==> src/rtl/nn_pkg.sv <==
// Shared definitions for the binary nearest-pattern digit classifier:
// geometry, datapath widths, FSM encoding, weight tables and popcount.
package nn_pkg;

    localparam int N_CLASSES = 10;
    localparam int IMG_DIM   = 14;
    localparam int IMG_BITS  = IMG_DIM * IMG_DIM;
    localparam int POP_W     = 4;   // one row popcount, 0..14
    localparam int SCORE_W   = 8;   // one class score, 0..196
    localparam int IDX_W     = 4;   // class / row counter width

    typedef enum logic [1:0] {
        S_IDLE  = 2'd0,
        S_ACCUM = 2'd1,
        S_DONE  = 2'd2
    } state_e;

    // Trained glyph templates, indexed [class][row]; bit 13 is the leftmost pixel.
    localparam logic [0:N_CLASSES-1][0:IMG_DIM-1][IMG_DIM-1:0] TRAINED_W = {
        {14'h0000, 14'h07E0, 14'h0FF0, 14'h1C38, 14'h1818, 14'h1818, 14'h1818,
         14'h1818, 14'h1818, 14'h1818, 14'h1C38, 14'h0FF0, 14'h07E0, 14'h0000},
        {14'h0000, 14'h0180, 14'h0380, 14'h0780, 14'h0180, 14'h0180, 14'h0180,
         14'h0180, 14'h0180, 14'h0180, 14'h0180, 14'h0180, 14'h07E0, 14'h0000},
        {14'h0000, 14'h07E0, 14'h0C30, 14'h0030, 14'h0030, 14'h0060, 14'h00C0,
         14'h0180, 14'h0300, 14'h0600, 14'h0C00, 14'h0FF0, 14'h0FF0, 14'h0000},
        {14'h0000, 14'h0FE0, 14'h0030, 14'h0030, 14'h0030, 14'h03E0, 14'h03E0,
         14'h0030, 14'h0030, 14'h0030, 14'h0030, 14'h0FE0, 14'h0FC0, 14'h0000},
        {14'h0000, 14'h0060, 14'h00E0, 14'h01E0, 14'h0360, 14'h0660, 14'h0C60,
         14'h1FF8, 14'h1FF8, 14'h0060, 14'h0060, 14'h0060, 14'h0060, 14'h0000},
        {14'h0000, 14'h0FF0, 14'h0C00, 14'h0C00, 14'h0C00, 14'h0FE0, 14'h0030,
         14'h0030, 14'h0030, 14'h0030, 14'h0C30, 14'h07E0, 14'h03C0, 14'h0000},
        {14'h0000, 14'h03E0, 14'h0600, 14'h0C00, 14'h0C00, 14'h0FE0, 14'h0E30,
         14'h0C30, 14'h0C30, 14'h0C30, 14'h0C30, 14'h07E0, 14'h03C0, 14'h0000},
        {14'h0000, 14'h0FF8, 14'h0FF8, 14'h0018, 14'h0030, 14'h0060, 14'h00C0,
         14'h0180, 14'h0180, 14'h0300, 14'h0300, 14'h0300, 14'h0300, 14'h0000},
        {14'h0000, 14'h07E0, 14'h0C30, 14'h0C30, 14'h0C30, 14'h07E0, 14'h07E0,
         14'h0C30, 14'h0C30, 14'h0C30, 14'h0C30, 14'h07E0, 14'h03C0, 14'h0000},
        {14'h0000, 14'h07E0, 14'h0C30, 14'h0C30, 14'h0C30, 14'h0C30, 14'h07F0,
         14'h0030, 14'h0030, 14'h0030, 14'h0060, 14'h07C0, 14'h0780, 14'h0000}
    };

    // Test weight set: class c is an all-ones stripe on row c, zero elsewhere.
    function automatic logic [IMG_DIM-1:0] test_w(input logic [IDX_W-1:0] c,
                                                  input logic [IDX_W-1:0] r);
        return (r == c) ? '1 : '0;
    endfunction

    function automatic logic [POP_W-1:0] popcount(input logic [IMG_DIM-1:0] v);
        logic [POP_W-1:0] n;
        n = '0;
        for (int i = 0; i < IMG_DIM; i++) n = n + POP_W'(v[i]);
        return n;
    endfunction

endpackage

==> src/rtl/nn_weight_rom.sv <==
// Combinational weight lookup; out-of-range class/row reads as zero.
module nn_weight_rom
    import nn_pkg::*;
#(
    parameter int WEIGHT_SET = 0
) (
    input  logic [IDX_W-1:0]   class_idx,
    input  logic [IDX_W-1:0]   row_idx,
    output logic [IMG_DIM-1:0] weight_row
);

    // Select the weight row from the chosen table, zero outside the grid
    always_comb begin
        weight_row = '0;
        if (int'(class_idx) < N_CLASSES && int'(row_idx) < IMG_DIM) begin
            if (WEIGHT_SET == 1) weight_row = test_w(class_idx, row_idx);
            else                 weight_row = TRAINED_W[class_idx][row_idx];
        end
    end

endmodule

==> src/rtl/nn_classifier.sv <==
// Single-layer binary network: one (class,row) XNOR-popcount per cycle over a
// latched image snapshot, running argmax with ties kept at the lowest class.
module nn_classifier
    import nn_pkg::*;
#(
    parameter int N_CLASSES  = 10,
    parameter int IMG_DIM    = 14,
    parameter int WEIGHT_SET = 0
) (
    input  logic                         clk,
    input  logic                         rst_n,
    input  logic [IMG_DIM*IMG_DIM-1:0]   image_data,
    input  logic                         image_ready,
    output logic [3:0]                   digit_bcd,
    output logic                         result_valid,
    output logic                         busy
);

    localparam logic [IDX_W-1:0] ROW_LAST = IDX_W'(IMG_DIM - 1);
    localparam logic [IDX_W-1:0] CLS_LAST = IDX_W'(N_CLASSES - 1);

    state_e                       state_q, state_d;
    logic                         ready_q;
    logic [IMG_DIM*IMG_DIM-1:0]   snap_q;
    logic [IDX_W-1:0]             cls_q, row_q, best_idx_q;
    logic [SCORE_W-1:0]           acc_q, best_score_q, score_d;
    logic [3:0]                   digit_q;
    logic                         valid_q;
    logic [IMG_DIM-1:0]           w_row, img_row;
    logic                         start, load, row_last, cls_last, take;

    assign start    = image_ready & ~ready_q;
    assign load     = start && (state_q != S_ACCUM);
    assign row_last = (row_q == ROW_LAST);
    assign cls_last = (cls_q == CLS_LAST);

    nn_weight_rom #(.WEIGHT_SET(WEIGHT_SET)) u_rom (
        .class_idx  (cls_q),
        .row_idx    (row_q),
        .weight_row (w_row)
    );

    assign img_row = snap_q[IMG_DIM*int'(row_q) +: IMG_DIM];
    assign score_d = acc_q + SCORE_W'(popcount(~(img_row ^ w_row)));
    // Class 0 always seeds the best; later classes must strictly beat it
    assign take    = (cls_q == '0) || (score_d > best_score_q);

    // Edge detector on image_ready, updated every cycle in every state
    always_ff @(posedge clk or negedge rst_n) begin
        if (!rst_n) ready_q <= 1'b0;
        else        ready_q <= image_ready;
    end

    // FSM state register
    always_ff @(posedge clk or negedge rst_n) begin
        if (!rst_n) state_q <= S_IDLE;
        else        state_q <= state_d;
    end

    // FSM next-state: start is only honoured outside ACCUM
    always_comb begin
        state_d = state_q;
        case (state_q)
            S_IDLE:  if (start) state_d = S_ACCUM;
            S_ACCUM: if (row_last && cls_last) state_d = S_DONE;
            S_DONE:  if (start) state_d = S_ACCUM;
            default: state_d = S_IDLE;
        endcase
    end

    // FSM outputs
    always_comb begin
        busy = (state_q == S_ACCUM);
    end

    // Snapshot, counters, accumulator and running argmax
    always_ff @(posedge clk or negedge rst_n) begin
        if (!rst_n) begin
            snap_q       <= '0;
            cls_q        <= '0;
            row_q        <= '0;
            acc_q        <= '0;
            best_idx_q   <= '0;
            best_score_q <= '0;
            digit_q      <= '0;
            valid_q      <= 1'b0;
        end else if (load) begin
            snap_q       <= image_data;
            valid_q      <= 1'b0;
            cls_q        <= '0;
            row_q        <= '0;
            acc_q        <= '0;
            best_idx_q   <= '0;
            best_score_q <= '0;
        end else if (state_q == S_ACCUM) begin
            if (row_last) begin
                acc_q <= '0;
                row_q <= '0;
                cls_q <= cls_q + IDX_W'(1);
                if (take) begin
                    best_idx_q   <= cls_q;
                    best_score_q <= score_d;
                end
                if (cls_last) begin
                    digit_q <= take ? cls_q : best_idx_q;
                    valid_q <= 1'b1;
                end
            end else begin
                acc_q <= score_d;
                row_q <= row_q + IDX_W'(1);
            end
        end
    end

    assign digit_bcd    = digit_q;
    assign result_valid = valid_q;

endmodule
==> config.mk <==
export PLATFORM = sky130hd
export DESIGN_NAME = nn_classifier
export DESIGN_NICKNAME = d
export VERILOG_FILES = /design/src/rtl/nn_pkg.sv /design/src/rtl/nn_weight_rom.sv /design/src/rtl/nn_classifier.sv
export SDC_FILE = /design/constraint.sdc
export NUM_CORES = 1
export LEC_CHECK = 0
export ABC_AREA = 1
export CORE_UTILIZATION = 59
export DETAILED_ROUTE_END_ITERATION = 12
export GPL_ROUTABILITY_DRIVEN = 0
export PLACE_DENSITY = 0.94
export SLEW_MARGIN = 20
export SYNTH_ARGS = -nofsm -noshare
export SYNTH_HDL_FRONTEND = slang
export SYNTH_HIERARCHICAL = 1
export SYNTH_SLANG_ARGS = --single-unit
==> constraint.sdc <==
create_clock -name clk -period 11.4 [get_ports clk]
set_input_delay 2.28 -clock clk [delete_from_list [all_inputs] [get_ports clk]]
set_output_delay 2.28 -clock clk [all_outputs]
set_load 0.005 [all_outputs]
==> impl_metrics.yaml, run 1 <==
outcome:
  status: "finished, final reports clean"
logic_synthesis:
  yosys_register_bits: 232
  synth-xor-area-share_pct: 0.2617
  yosys.area_share.simple_pct: 35.52
  synth_top_area_share_pct: 43.37
  yosysTopAreaCell: "dfrtp_1"
  synthAdderAreaFrac_pct: 4.673
  synth_compound_gate_area_share_pct: 8.926
  syn-cell-area_mm2: 0.01339
  yosys_warnings: 6
  netlist_instances: 1889
  synthMuxAreaShare_pct: 0
  synth_cell_types: 38
  syn_area_per_cell_um2: 7.087
  ys_seq_area_share_pct: 43.37
  synth_area_leaders: "dfrtp_1 43%, nand2_1 25%, nand3_1 4.1%, nor2_1 4.0%, ha_1 3.2%"
  synth-edff-count: 0
  ys_async_sr_fraction_pct: 100.0
  synth_top_family_by_area: "simple AND/OR/NAND/NOR gates"
  synth_ff_type: "dfrtp_1"
floorplan:
  die_w_um: 152.6
  die-area_mm2: 0.02330
  start_util_pct: 60.78
  row_count: 54
  coreArea_mm2: 0.02203
  die-height_um: 152.6
  num_io_pins: 205
grt:
  grt_pass1_wl_mm: 66.47
  grt-ovfl-total: 0
  grt_usage_pct: 35.51
  grt_max_degree: 117
  antenna_found_initial: 0
  grt_pass1_vias: 13164
run:
  max_cap_viol_count: 0
critical_path:
  crit_fanout: 70
  critPathCaptureType: "flop"
  arrival_ps: 8220
  startpoint_type: "flop"
  crit_required_ps: 11820
  crit_type: "flop to flop"
  crit_path_top_delay_cell: "dfrtp_4"
  cp_common_cell: "nand2_1"
  cpPeakStageDelay_ps: 910
  rr_worst_depth: 35
timing:
  rsz0062_at_grt: "false"
  finalMaxSlewViolations: 0
  hold_viol_final: 0
  setup_viol: 0
  skew_ps: 15.90
  finalCritPeriodShare_pct: 68.45
  worst_pin_slew_ps: 1084
  fin_tns_setup_ps: 0
  relSlewSlack_pct: 27.73
  fmax_ghz: 0.1282
  fin_crit_ps: 7803
routing:
  wl_per_cell_um: 17.67
  drt-total-wl_mm: 40.94
  ant_nets: 0
  dr.first_iter.drc_count: 2101
  vias: 13825
  drt_pass1_iterations: 9
  routed_via_density: 5.967
  drcViolationCount: 0
worst_hold_path:
  hp-class: "flop to flop"
  min_path_cells: 2
clock_tree:
  clk_latency_ps: 540
  clk_pin_slew_worst_paths_ps: 60
  cts-resized-gates: 0
  clock-sinks: 232
  cts_setup_buffers: 0
  numCtsBuffers: 24
  cts_hold_buffers: 0
  clock_path_buffers: 3
  cts_tree: "done"
  htree_levels: 1
  clockRootBuffer: "clkbuf_16"
cells_and_area:
  layout_common_cells: "894 x nand2_1, 230 x dfrtp_1, 203 x clkdlybuf4s50_1, 143 x nor2_1, 109 x nand3_1"
  drive_gt1_share_pct: 3.486
  fin_nets: 2263
  final_common_cell: "nand2_1"
  syn_to_final_growth_pct: 21.11
  antenna_cells: 0
placement:
  port_buffers: 204
  dpl.hpwl_mm: 27.55
-- stage by stage --
| step | worst slack (ps) | area (µm²) | util, % | hold slack [ps] | instances |
|---|---|---|---|---|---|
| after CTS | 3729 | 16210 | 73.59 | 477.7 | 2317 |
| after detailed placement | 3784 | 15260 | 69.30 | 460.1 | 2274 |
| after floorplan | 4925 | 13400 | - | 443.6 | 1892 |
| final | 3597 | 16210 | 73.61 | 478.2 | 2317 |
| after global placement | 4066 | 15260 | 69.30 | 457.1 | 2274 |
| after global routing | 2971 | 16210 | 73.61 | 491.3 | 2317 |
-- state kept, by name, indices dropped and copies added, names as in the netlist --
name	count
best_score_q	8
snap_q	196
row_q	4
acc_q	8
result_valid	1
cls_q	4
state_q	2
ready_q	1
digit_bcd	4
best_idx_q	4
-- layer usage --
metal / global-route usage [%] / vias to the layer above / wire length, µm
met5: 0 / - / 0
met4: 19.19 / 0 / 2661
met2: 54.85 / 1080 / 18160
met3: 7.139 / 270 / 4815
li1: - / 6221 / -
met1: 47.30 / 6254 / 15310
-- critical path: cells and delay by family (launching register included) --
| kind | cells | cell delay [ps] |
|---|---|---|
| buf+inv | 7 | 750 |
| compound gates | 1 | 160 |
| flops | 1 | 910 |
| xor+xnor | 1 | 170 |
| fa+ha+maj | 7 | 3070 |
| simple gates | 19 | 2600 |
-- final timing paths --
path	endpoint	slack, ps	from
max	best_score_q[6]	3600	row_q[0]
min	snap_q[50]	480	snap_q[50]
max reg2reg	best_score_q[6]	3600	row_q[0]
min reg2reg	snap_q[50]	480	snap_q[50]
max in group asynchronous	row_q[1]	8250	rst_n
min in group asynchronous	snap_q[0]	1710	rst_n
-- cell families (layout without fill, tap and decap cells) --
kind of cell    after synthesis  in the layout
simple gates               1192           1192
flops                       232            232
compound gates              211            211
buf+inv                     205            350
fa+ha+maj                    44             44
xor+xnor                      4              4
other cells                   1              4
-- Yosys cell counts, types with 2 or more instances --
library cell / count
inv_1: 85
buf_2: 56
nand3_1: 109
a21oi_1: 22
a41oi_1: 2
buf_6: 10
buf_4: 14
xnor2_1: 2
nor2_1: 143
nand2_1: 894
clkbuf_1: 25
inv_2: 9
a31oi_1: 4
buf_1: 5
nor2_4: 3
o21ai_0: 82
nand3b_1: 6
ha_1: 34
fa_1: 10
xor2_1: 2
o22ai_1: 14
nand4_1: 29
o21ai_1: 46
nor2_2: 3
o21a_1: 23
o31ai_1: 3
nor3_1: 2
o211ai_1: 11
dfrtp_1: 232
-- layout make-up --
type	instances	area [µm²]
clock buffer	30	663.1
clock inverter	13	282.8
fill	1549	5813
inverter	95	361.6
multi-input combinational	1455	6634
sequential	232	5811
tap	280	350.3
timing repair buffer	212	2111
Power of run 1 is not shown: default switching activity piles up to over one toggle a cycle in this logic, so the estimate is an artifact.
==> inputs of run 2 (changes only) <==
Settings changed: CORE_UTILIZATION 59 to 55, PLACE_DENSITY 0.94 to 0.89.
Clock period 11.4 ns to 7.35 ns, I/O delays scaled along.
==> impl_metrics.yaml, run 2 (synthesis results as in run 1) <==
critical_path:
  crit_type: "flop to flop"
  crit_fanout: 25
  rr_worst_depth: 34
  crit_required_ps: 7830
  r2r_start: "row_q[0]"
  arrival_ps: 7410
  cp_common_cell: "nand2_1"
  r2r_slack_ps: 410
  startpoint_type: "flop"
  crit_family: "adder cells"
  crit_path_top_delay_cell: "fa_1"
  path_buf_inv: 8
  cpPeakStageDelay_ps: 580
  rr_endpoint: "best_idx_q[1]"
  critPathCaptureType: "flop"
  timing.critical_path.from: "row_q[0]"
timing:
  fin_crit_ps: 6937
  hold_viol_final: 0
  fmax_ghz: 0.1442
  relSlewSlack_pct: 24.00
  setup_viol: 0
  rsz0062_at_grt: "false"
  worst_pin_slew_ps: 1140
  skew_ps: 19.33
  finalCritPeriodShare_pct: 94.38
  finalMaxSlewViolations: 0
  fin_tns_setup_ps: 0
clock_tree:
  clockRootBuffer: "clkbuf_16"
  htree_levels: 1
  numCtsBuffers: 25
  clk_pin_slew_worst_paths_ps: 60
  clock-sinks: 232
  clk_latency_ps: 550
  cts_tree: "done"
  cts_setup_buffers: 0
  clock_path_buffers: 3
routing:
  drt-total-wl_mm: 41.12
  ant_nets: 0
  routed_via_density: 5.768
  vias: 13723
  drt_pass1_iterations: 11
  wl_per_cell_um: 17.29
  dr.first_iter.drc_count: 1694
  drcViolationCount: 0
cells_and_area:
  seq_area_mm2: 0.005812
  top_register: "snap_q"
  syn_to_final_growth_pct: 22.61
  largest_reg_flops: 196
  multi_input_area_mm2: 0.006666
  largestRegisters: "snap_q x196, acc_q x8, best_score_q x8"
  antenna_cells: 0
  fin_nets: 2285
  layout_common_cells: "890 x nand2_1, 229 x dfrtp_1, 203 x clkdlybuf4s50_1, 142 x nor2_1, 109 x nand3_1"
  final_common_cell: "nand2_1"
  fillers: 1851
  drive_gt1_share_pct: 4.854
worst_hold_path:
  hp-start: "snap_q[76]"
  hp-class: "flop to flop"
  hold_end: "snap_q[76]"
  min_path_cells: 2
floorplan:
  start_util_pct: 56.52
  die-area_mm2: 0.02497
  die-height_um: 158.0
  coreArea_mm2: 0.02368
  die_w_um: 158.0
  row_count: 56
  num_io_pins: 205
grt:
  grt_usage_pct: 34.17
  antenna_found_initial: 0
  grt-ovfl-total: 0
  grt_pass1_vias: 13090
  grt_max_degree: 139
  grt_pass1_wl_mm: 66.59
outcome:
  status: "finished, final reports clean"
placement:
  port_buffers: 204
  dpl.hpwl_mm: 28.45
run:
  max_cap_viol_count: 0
==> run 2: stage by stage <==
stage	cell area, µm²	setup slack (ps)	hold WS (ps)	std cells	util [%]
after CTS	16370	531.2	476.2	2379	69.13
after floorplan	13400	875.2	443.6	1892	-
after detailed placement	15540	584.3	459.9	2334	65.64
after global placement	15540	803.1	456.7	2334	65.64
after global routing	16410	0.4823	493.4	2379	69.30
final	16410	413.3	475.7	2379	69.30
==> run 2: final cells by class <==
class / count / share of cell area, %
Sequential cell: 232 / 35.41
Tap cell: 319 / 2.432
Multi-Input combinational cell: 1455 / 40.62
Timing Repair Buffer: 233 / 14.28
Clock inverter: 7 / 0.4955
Inverter: 95 / 2.234
Clock buffer: 38 / 4.536
==> run 2: layer usage <==
metal  share of wire [%]  GRT usage, %  vias up
met3                  11         8.623      203
met2                  45         51.71      917
met4                 5.1         16.21        0
li1                    -             -     6281
met1                  39         45.98     6322
met5                   0             0        -
==> run 2: repair_timing <==
item / CTS / global route
gates resized for setup: 0 / 16
hold buffers: 0 / 0
setup endpoints to repair: 0 / 12
==> run 2: worst max-delay path by stage <==
stage,endpoint,depth (start not counted)
final,best_idx_q[1],34
after global placement,best_score_q[6],36
after floorplan,best_idx_q[0],38
after global routing,digit_bcd[1],37
after detailed placement,best_score_q[1],37
after CTS,best_score_q[4],36
==> run 2: tightest hold or removal path, delay by kind of cell, from the launching register on <==
family | cells | cell delay (ps)
simple gates | 2 | 100
flops | 1 | 340
Power of run 2 is left out for the same reason.
